### src/rtl/tone_sequencer_pkg.sv
// Shared types and constants for the tone sequencer.
// Holds the state enum, phase increment table, default pattern and midscale.
package tone_sequencer_pkg;

    typedef enum logic [1:0] {
        IDLE = 2'd0,
        NOTE = 2'd1,
        REST = 2'd2
    } state_t;

    localparam logic [15:0] MIDSCALE = 16'h8000;
    localparam logic [7:0]  ENV_MAX  = 8'hFF;

    // Entry 1 is a quarter-rate test tone; 2..15 are C4..B5 at ~50 kHz.
    localparam logic [15:1][15:0] INC_TABLE = {
        16'd1295, 16'd1153, 16'd1028, 16'd915,
        16'd864,  16'd769,  16'd686,  16'd647,
        16'd577,  16'd514,  16'd457,  16'd432,
        16'd385,  16'd343,  16'h4000
    };

    // Nibble i is the note played at step i; 0 is a rest.
    localparam logic [15:0][3:0] DEF_PATTERN = 64'h0A0B_3C02_5070_8401;

    function automatic logic [15:0] inc_of(input logic [3:0] n);
        logic [15:0] r;
        r = '0;
        if (n != 4'd0) r = INC_TABLE[n];
        return r;
    endfunction

endpackage

### src/rtl/tone_sequencer_if.sv
// Control and audio bundle between the sequencer and its user.
// master drives play/tempo; slave (the sequencer) drives the sample side.
interface tone_sequencer_if;

    logic        play;
    logic [1:0]  tempo;
    logic [15:0] sample;
    logic        sample_stb;
    logic [3:0]  step_idx;
    logic        busy;

    modport master (
        output play, tempo,
        input  sample, sample_stb, step_idx, busy
    );

    modport slave (
        input  play, tempo,
        output sample, sample_stb, step_idx, busy
    );

endinterface

### src/rtl/tone_sequencer_sample_tick_div.sv
// Audio sample-rate divider: counts 0..CLK_DIV-1 and wraps.
// Ports: clk, rst_n (async, active low), tick (high in the last count cycle).
module sample_tick_div #(
    parameter int unsigned CLK_DIV = 800
) (
    input  logic clk,
    input  logic rst_n,
    output logic tick
);

    logic [9:0] cnt;

    assign tick = (cnt == 10'(CLK_DIV - 1));

    always_ff @(posedge clk or negedge rst_n) begin
        if (!rst_n) begin
            cnt <= '0;
        end else if (tick) begin
            cnt <= '0;
        end else begin
            cnt <= cnt + 10'd1;
        end
    end

endmodule

### src/rtl/tone_sequencer.sv
// Pattern-driven square-wave tone sequencer producing 16-bit audio samples.
// Ports: clk, rst_n, bus (slave: play, tempo in; sample, sample_stb, step_idx,
// busy out). Macro TONE_SEQUENCER_ENVELOPE_EN enables the decaying envelope.
module tone_sequencer
    import tone_sequencer_pkg::*;
#(
    parameter int unsigned      CLK_DIV = 800,
    parameter logic [15:0][3:0] PATTERN = DEF_PATTERN
) (
    input  logic           clk,
    input  logic           rst_n,
    tone_sequencer_if.slave bus
);

    logic        tick;
    state_t      state;
    logic [15:0] phase;
    logic [12:0] scnt;
    logic [1:0]  tempo_q;
    logic [15:0] sample_q;
    logic        stb_q;
    logic [3:0]  step_q;
    logic        busy_q;
    logic [7:0]  env;

    sample_tick_div #(.CLK_DIV(CLK_DIV)) u_div (
        .clk  (clk),
        .rst_n(rst_n),
        .tick (tick)
    );

    logic        start;
    logic        stop;
    logic        run_tick;
    logic        step_end;
    logic [13:0] step_len;
    logic [3:0]  cur_note;
    logic [3:0]  nxt_step;
    logic [3:0]  nxt_note;
    logic [15:0] phase_nxt;
    logic [15:0] amp;

    assign start     = tick && (state == IDLE) && bus.play;
    assign stop      = tick && (state != IDLE) && !bus.play;
    assign run_tick  = tick && (state != IDLE) && bus.play;
    assign step_len  = 14'd1024 << tempo_q;
    assign step_end  = (scnt == 13'(step_len - 14'd1));
    assign cur_note  = PATTERN[step_q];
    assign nxt_step  = step_q + 4'd1;
    assign nxt_note  = PATTERN[nxt_step];
    assign phase_nxt = phase + inc_of(cur_note);
    assign amp       = {1'b0, env, 7'b0};

`ifdef TONE_SEQUENCER_ENVELOPE_EN
    logic [3:0] ecnt;

    // One decrement per 16 note ticks; reloads whenever a step begins.
    always_ff @(posedge clk or negedge rst_n) begin
        if (!rst_n) begin
            env  <= ENV_MAX;
            ecnt <= '0;
        end else if (start || stop || (run_tick && step_end)) begin
            env  <= ENV_MAX;
            ecnt <= '0;
        end else if (run_tick && state == NOTE) begin
            ecnt <= ecnt + 4'd1;
            if (ecnt == 4'hF && env != 8'h00) env <= env - 8'd1;
        end
    end
`else
    assign env = ENV_MAX;
`endif

    always_ff @(posedge clk or negedge rst_n) begin
        if (!rst_n) begin
            state    <= IDLE;
            phase    <= '0;
            scnt     <= '0;
            tempo_q  <= '0;
            sample_q <= MIDSCALE;
            stb_q    <= 1'b0;
            step_q   <= '0;
            busy_q   <= 1'b0;
        end else begin
            stb_q <= tick;
            unique case (1'b1)
                start: begin
                    state   <= (PATTERN[0] != 4'd0) ? NOTE : REST;
                    busy_q  <= 1'b1;
                    scnt    <= '0;
                    step_q  <= '0;
                    tempo_q <= bus.tempo;
                end
                stop: begin
                    state    <= IDLE;
                    busy_q   <= 1'b0;
                    phase    <= '0;
                    scnt     <= '0;
                    step_q   <= '0;
                    sample_q <= MIDSCALE;
                end
                run_tick: begin
                    if (state == NOTE) begin
                        phase    <= phase_nxt;
                        sample_q <= phase_nxt[15] ? MIDSCALE + amp
                                                  : MIDSCALE - amp;
                    end else begin
                        sample_q <= MIDSCALE;
                    end
                    if (step_end) begin
                        scnt    <= '0;
                        step_q  <= nxt_step;
                        tempo_q <= bus.tempo;
                        state   <= (nxt_note != 4'd0) ? NOTE : REST;
                    end else begin
                        scnt <= scnt + 13'd1;
                    end
                end
                default: ;
            endcase
        end
    end

    assign bus.sample     = sample_q;
    assign bus.sample_stb = stb_q;
    assign bus.step_idx   = step_q;
    assign bus.busy       = busy_q;

endmodule

### src/flat_wrapper.sv
// flat-port wrapper written by rule: the top's interface ports become plain ports
module tone_sequencer_flat import tone_sequencer_pkg::*;
#(
    parameter int unsigned      CLK_DIV = 800,
    parameter logic [15:0][3:0] PATTERN = DEF_PATTERN
)
  (clk, rst_n, bus_play, bus_tempo, bus_sample, bus_sample_stb, bus_step_idx, bus_busy);
  tone_sequencer_if bus_i ();
  input  logic clk;
  input  logic rst_n;
  input wire logic [$bits(bus_i.play)-1:0] bus_play;
  input wire logic [$bits(bus_i.tempo)-1:0] bus_tempo;
  output wire logic [$bits(bus_i.sample)-1:0] bus_sample;
  output wire logic [$bits(bus_i.sample_stb)-1:0] bus_sample_stb;
  output wire logic [$bits(bus_i.step_idx)-1:0] bus_step_idx;
  output wire logic [$bits(bus_i.busy)-1:0] bus_busy;
  assign bus_i.play = bus_play;
  assign bus_i.tempo = bus_tempo;
  assign bus_sample = bus_i.sample;
  assign bus_sample_stb = bus_i.sample_stb;
  assign bus_step_idx = bus_i.step_idx;
  assign bus_busy = bus_i.busy;
  tone_sequencer #(.CLK_DIV(CLK_DIV), .PATTERN(PATTERN)) u_core (.clk(clk), .rst_n(rst_n), .bus(bus_i));
endmodule
### config.mk
export PLATFORM = sky130hd
export DESIGN_NAME = tone_sequencer_flat
export DESIGN_NICKNAME = d
export VERILOG_FILES = /design/src/rtl/tone_sequencer_pkg.sv /design/src/rtl/tone_sequencer_if.sv /design/src/rtl/tone_sequencer_sample_tick_div.sv /design/src/rtl/tone_sequencer.sv /design/src/flat_wrapper.sv
export SDC_FILE = /design/constraint.sdc
export NUM_CORES = 1
export LEC_CHECK = 0
export CAP_MARGIN = 30
export CORE_MARGIN = 2
export CORE_UTILIZATION = 64
export DETAILED_ROUTE_END_ITERATION = 12
export GPL_TIMING_DRIVEN = 0
export PLACE_DENSITY = 0.82
export SLEW_MARGIN = 20
export SYNTH_ARGS = -nofsm -noshare
export SYNTH_HDL_FRONTEND = slang
export SYNTH_SLANG_ARGS = --single-unit
### constraint.sdc
create_clock -name clk -period 7 [get_ports clk]
set_input_delay 1.75 -clock clk [delete_from_list [all_inputs] [get_ports clk]]
set_output_delay 1.75 -clock clk [all_outputs]
set_load 0.01 [all_outputs]
; ---- Word-level counts from Yosys, hierarchy flattened
; Memories as Yosys holds them, arrays and structs flattened.
; Cells that the tools add are included.
[op_classes]
mux = 20
eq_ne = 5
n_addsub = 5
shift = 1
magnitude_cmp = 3
n_reduce_logical = 20
[ops]
columns = cell, count
row1 = $mux 16, 5
row2 = $pmux 16 s2, 2
row3 = $pmux 13 s2, 1
row4 = $add 16x16->16, 1
row5 = $lt 4x5->1 const B, 3
row6 = $add 13x1->13 const B, 1
row7 = $eq 13x13->1, 1
row8 = $mux 13, 1
row9 = $shl 11x2->13 const A, 1
row10 = $sub 13x1->13 const B, 1
row11 = $mux 4, 3
row12 = $add 10x1->10 const B, 1
row13 = $eq 10x10->1 const B, 1
row14 = $mux 10, 1
row15 = $reduce_bool 2->1, 5
row16 = $pmux 4 s2, 1
row17 = $reduce_and 2->1, 4
row18 = $reduce_bool 4->1, 2
row19 = $mux 2, 3
row20 = $pmux 2 s3, 1
row21 = $logic_and 1x1->1, 5
row22 = $add 4x1->4 const B, 1
row23 = $ne 2x2->1 const B, 2
row24 = $pmux 2 s2, 1
row25 = other kinds (6), 6
[totals]
rom_bits = 384
regBits = 65
out_inout_bits = 22
wordCells = 66
mem_count = 3
[memory_table]
columns = name, words, word_bits, read_ports, rd_ports_with_merged_regs, wr, line
row1 = (no name shown), 16, 16, 1, 0, 0, tone_sequencer_pkg.sv:28  ; if (n != 4'd0) r = INC_TABLE[n];
row2 = (no name shown), 16, 4, 1, 0, 0, tone_sequencer.sv:48  ; assign cur_note = PATTERN[step_q];
row3 = (no name shown), 16, 4, 1, 0, 0, tone_sequencer.sv:50  ; assign nxt_note = PATTERN[nxt_step];

; ---- Longest topological paths before layout
[depth]
word_depth = 9
depth_mapped = 18
ltp_nobuf = 18

; ---- Cells and area by module
; A second synthesis with hierarchy kept.
[unflattened]
cells_unflattened = 421
hier_area_um2 = 3709.8
[modules_own_cells]
columns = mod, area_each_um2, seq_area_each_um2, n_inst, cells_each
row1 = tone_sequencer, 3236.9, 1052.3, 1, 380
row2 = sample_tick_div, 473.0, 250.2, 1, 41

; ---- Worst setup path before layout
; No wires, ideal clock.
[synth_path]
path_type = register to register
startpoint = reg u_core.step_q[1], in the netlist u_core.bus.step_idx[1]
endpoint = reg u_core.phase[12]
n_path_buf = 0
path_stages_with_launch = 19
setup_slack_ps = 3026
setup_time_ps = 66
arrival_time_ps = 3907
synth_period_minus_slack_ps = 3974
path_cell_list = dfrtp_1 inv_1 ha_1 mux2_2 nand2_1 o21ai_1 inv_1 ha_1 inv_1 nor2_1 a21oi_1 o221a_2 fa_1 a211oi_1 o211ai_1 a2111oi_2 nor2_1 a311oi_1 a41o_1
[synth_via]
elab_chain_cells = 8
elab_cells_between_ends = 9
cone_classes = 1 x add/sub / 5 x mux / 1 x reduce/logical / 2 x memory
[synth_lines]
columns = item, line
row1 = start: declaration, tone_sequencer.sv:22  ; logic [3:0] step_q;
row2 = start signal: assignment, tone_sequencer.sv:112  ; step_q <= nxt_step;
row3 = $mem_v2 16x4 (*), -
row4 = $mux 4 (not written as such) (*), tone_sequencer.sv:48
row5 = $mem_v2 16x16, -
row6 = $mux 16 (not written as such), tone_sequencer_pkg.sv:28
row7 = $mux 16 (*), tone_sequencer_pkg.sv:28
row8 = $add 16x16->16 (*), tone_sequencer.sv:51  ; assign phase_nxt = phase + inc_of(cur_note);
row9 = $mux 16 (*), tone_sequencer.sv:103  ; if (state == NOTE) begin
row10 = $pmux 16 s2 (*), tone_sequencer.sv:86  ; unique case (1'b1)
row11 = end signal: assignment, tone_sequencer.sv:104  ; phase <= phase_nxt;
row12 = end: declaration, tone_sequencer.sv:17  ; logic [15:0] phase;
; Mark *: on every way between the ends. The rest lies on a longest branch, timed or not. The select of a mux whose other input is x is not followed.
; A chain may end at the register's enable or synchronous reset.

; ---- Worst setup path in the final report
; Ends and elaborated chain as after synthesis.

==> results by group <==
Cells and area
  – Commonest cells after routing, fill and taps aside: dfrtp_1 (51), nand2_1 (49), o21ai_0 (40)
  – Post-layout instance count excluding filler cells: 526
  – Share of post-route cells with drive strength above 1: 0.1101
  – Area Growth Syn to Fin: 10.73%
  – Nets@finish: 489
  – Commonest non-fill, non-tap cell in the layout: dfrtp_1
  – Diode count: 0
  – Cell area after layout: 4108 um2

Clock tree
  – TritonCTS sink count: 52
  – H-tree depth: 2
  – Clock-pin slew on the worst setup and hold paths: 0.11 ns
  – TritonCTS clock tree: built
  – Clk root buf: clkbuf_8
  – TritonCTS Buffers: 5
  – Post-CTS Setup Inserts: 0
  – Post-CTS sizing: 0
  – Clock buffer depth: 2
  – Post-CTS Hold Fix Bufs: 0
  – Clock Latency Late Sink: 0.31 ns

Floorplan
  – Initial Utilization: 0.6696
  – Core area: 5540 um2
  – Die H: 80.14 um
  – # IOs: 27
  – Die width: 80.14 um
  – Site row count: 27
  – Die area: 6422 um2

Power and ir drop
  – Leakage power: 1.924 nW
  – Maximum vdd drop: 0.1372 mV
  – PD cells: 122.1 nW/um2
  – Overall power: 501.7 uW

Run
  – Max cap viols: 0

Placement
  – Placed cells: 518
  – Port Buffers: 19
  – Place WS: 2.545 ns
  – RD Place Congestion: 0.8487
  – Post-DP Area: 4010 um2
  – Post-DP HPWL: 5.773 mm

Global route
  – GRT overflow: 0
  – Vias in the first global route: 3009
  – Initial antenna violation count: 0
  – First-pass GRT wire length: 13.08 mm
  – Pin count of the biggest net entering global routing: 53
  – All-layer global routing usage: 0.2561

Timing
  – Worst Slack Setup Final: 2.445 ns
  – Final setup skew: 0.01733 ns
  – Final Critical Period: 4.555 ns
  – RSZ-0062 raised after global routing: no
  – Sum Neg Setup Slack: 0 ns
  – Final period util: 0.6507
  – Setup-failing EPs final: 0
  – Fin. max-slew vios: 0
  – Slew margin rel.: 0.5555
  – Final hold vios: 0
  – Least-Margin Pin Slew: 0.6668 ns
  – Fmax: 0.2195 GHz

Route
  – Total wire length: 7.674 mm
  – Via total after detailed routing: 3146
  – Routed len/inst: 14.59 um
  – Initial DRC Count: 199
  – Via density: 5.981
  – DRT antenna net count: 0
  – TritonRoute pass-1 iters: 5
  – DRC Markers: 0

Logic synthesis
  – Adder-cell share of the synthesized area: 0.1066
  – Post-synthesis mux area share: 0.01889
  – Syn. warnings: 0
  – Cells after Synth: 421
  – Main synth FF type: dfrtp_1
  – Number of synthesized flops with an enable pin: 0
  – Syn Area/Cell: 8.812 um2
  – Compound-Gate Fraction of Synth Area: 0.2223
  – Simple-gate share of the synthesized area: 0.1919
  – Ys async rst share: 1.000
  – Register area share after synthesis: 0.3511
  – Mapped Area: 3710 um2
  – Number of synthesized register bits: 52
  – Main combinational cell family by area after synthesis: compound AO/OA/AOI/OAI gates
  – Synth Area in XOR/XNOR: 0.04722
  – Synth cell types: 64

Critical path
  – Max FO, Critical Path: 9
  – CP required: 7.26 ns
  – CP Class: flip-flop to flip-flop
  – Largest stage delay, worst path: 0.46 ns
  – Startpoint Class: flip-flop
  – CP cell instances: inv_1 -> ha_1 -> mux2_2 -> nand2_1 -> o21ai_1 -> inv_1 -> ha_1 -> inv_1 -> nor2_1 -> a21oi_1 -> o221a_2 -> fa_1 -> a211oi_1 -> o211ai_1 -> a2111oi_2 -> nor2_1 -> a311oi_1 -> a41o_1
  – Buffers and inverters on the worst path: 3
  – Critical-path top delay cell: dfrtp_1
  – Worst path most repeated cell: inv_1
  – CP arrival: 4.82 ns
  – Worst setup EP type: flip-flop
  – Delay-heaviest family, CP: compound AO/OA/AOI/OAI gates

Hold path
  – Tightest Hold Check Type: flip-flop to flip-flop

Run status
  – Status: completed
==> worst reg2reg max path: cells and delay by family, from the launching register on <==
| family | cells | cell delay (ns) |
|---|---|---|
| AO/OA/AOI/OAI | 8 | 1.84 |
| adder cells (fa/ha/maj) | 3 | 1.04 |
| buffers and inverters | 3 | 0.57 |
| flip-flops | 1 | 0.46 |
| multiplexers | 1 | 0.25 |
| AND/OR/NAND/NOR | 3 | 0.34 |
==> layout make-up <==
class	count	area, um2
sequential	52	1303
fill	429	1433
buffer	26	166.4
clock inverter	2	15.01
tap	72	90.09
multi-input combinational	333	2203
clock buffer	6	82.58
inverter	16	60.06
timing repair buffer	19	187.7
==> power by group <==
group          internal [mW]  leakage [nW]  switching, mW  total [mW]
clock                 0.0803        0.0434          0.103       0.184
sequential             0.301         0.657       0.000988       0.302
combinational        0.00574          1.22         0.0105      0.0162
total                  0.387          1.92          0.115       0.502
==> cell usage after synthesis (all sizes together), types with 2 or more instances <==
master | count | area [um2]
a21oi | 23 | 115.1
mux2 | 5 | 60.05
or2 | 5 | 31.28
a21o | 7 | 52.55
o21ai | 46 | 234.0
nand4 | 3 | 25.02
o31ai | 5 | 42.54
a31oi | 6 | 37.54
inv | 16 | 60.06
and4 | 2 | 17.52
ha | 30 | 375.4
a2bb2oi | 2 | 17.52
o21a | 5 | 38.79
o21bai | 2 | 15.01
o211ai | 2 | 15.01
nor3b | 2 | 15.01
nor4 | 3 | 33.78
o22ai | 5 | 31.28
a22o | 3 | 26.28
and3 | 4 | 25.02
nand2 | 49 | 183.9
buf | 20 | 143.9
nor3 | 10 | 50.05
a211oi | 6 | 45.04
xor2 | 12 | 105.1
clkbuf | 6 | 22.52
o221a | 3 | 33.78
dfrtp | 51 | 1276
nor2 | 29 | 108.9
xnor2 | 8 | 70.07
nand2b | 4 | 32.53
a2111oi | 2 | 42.54
nor2b | 3 | 18.77
o221ai | 2 | 17.52
nand3 | 19 | 100.1
or3 | 7 | 43.79
==> sequential cells by signal (all words and copies together), names as in the netlist <==
name,cells
u_core.bus.sample_stb,1
u_core.u_div.cnt,10
u_core.state,2
u_core.scnt,13
u_core.bus.busy,1
u_core.bus.sample,3
u_core.phase,16
u_core.bus.step_idx,4
u_core.tempo_q,2
==> through the flow <==
stage | util | hold WS [ns]
2_1_floorplan | - | 0.4521
3_3_place_gp | 0.7243 | 0.4639
5_1_grt | 0.7414 | 0.5092
3_5_place_dp | 0.7238 | 0.4766
4_1_cts | 0.7414 | 0.4974
6_report | 0.7414 | 0.4918
==> worst paths after layout <==
kind,start,endpoint,slack [ns],cells after the start
min reg2reg,u_core.u_div.cnt[0],u_core.u_div.cnt[0],0.49,1
max,u_core.bus.step_idx[1],u_core.phase[12],2.45,18
min,u_core.u_div.cnt[0],u_core.u_div.cnt[0],0.49,1
min in group asynchronous,rst_n,u_core.phase[7],1.43,1
max reg2reg,u_core.bus.step_idx[1],u_core.phase[12],2.45,18
max in group asynchronous,rst_n,u_core.tempo_q[1],5.10,1
==> layer usage <==
metal | part of all wire | GRT usage | up-vias | routed length [um]
li1 | - | - | 1567 | -
met1 | 0.45 | 0.3338 | 1509 | 3491
met2 | 0.50 | 0.4417 | 62 | 3839
met3 | 0.030 | 0.03483 | 8 | 234
met4 | 0.014 | 0.07966 | 0 | 108
met5 | 0 | 0 | - | 0
==> cells by family after synthesis <==
kind of cell	count (synthesis)
xor+xnor	20
compound gates	126
buf+inv	42
fa+ha+maj	31
simple gates	143
flops	52
mux	6
other cells	1
(Power assumes the default switching activity.)
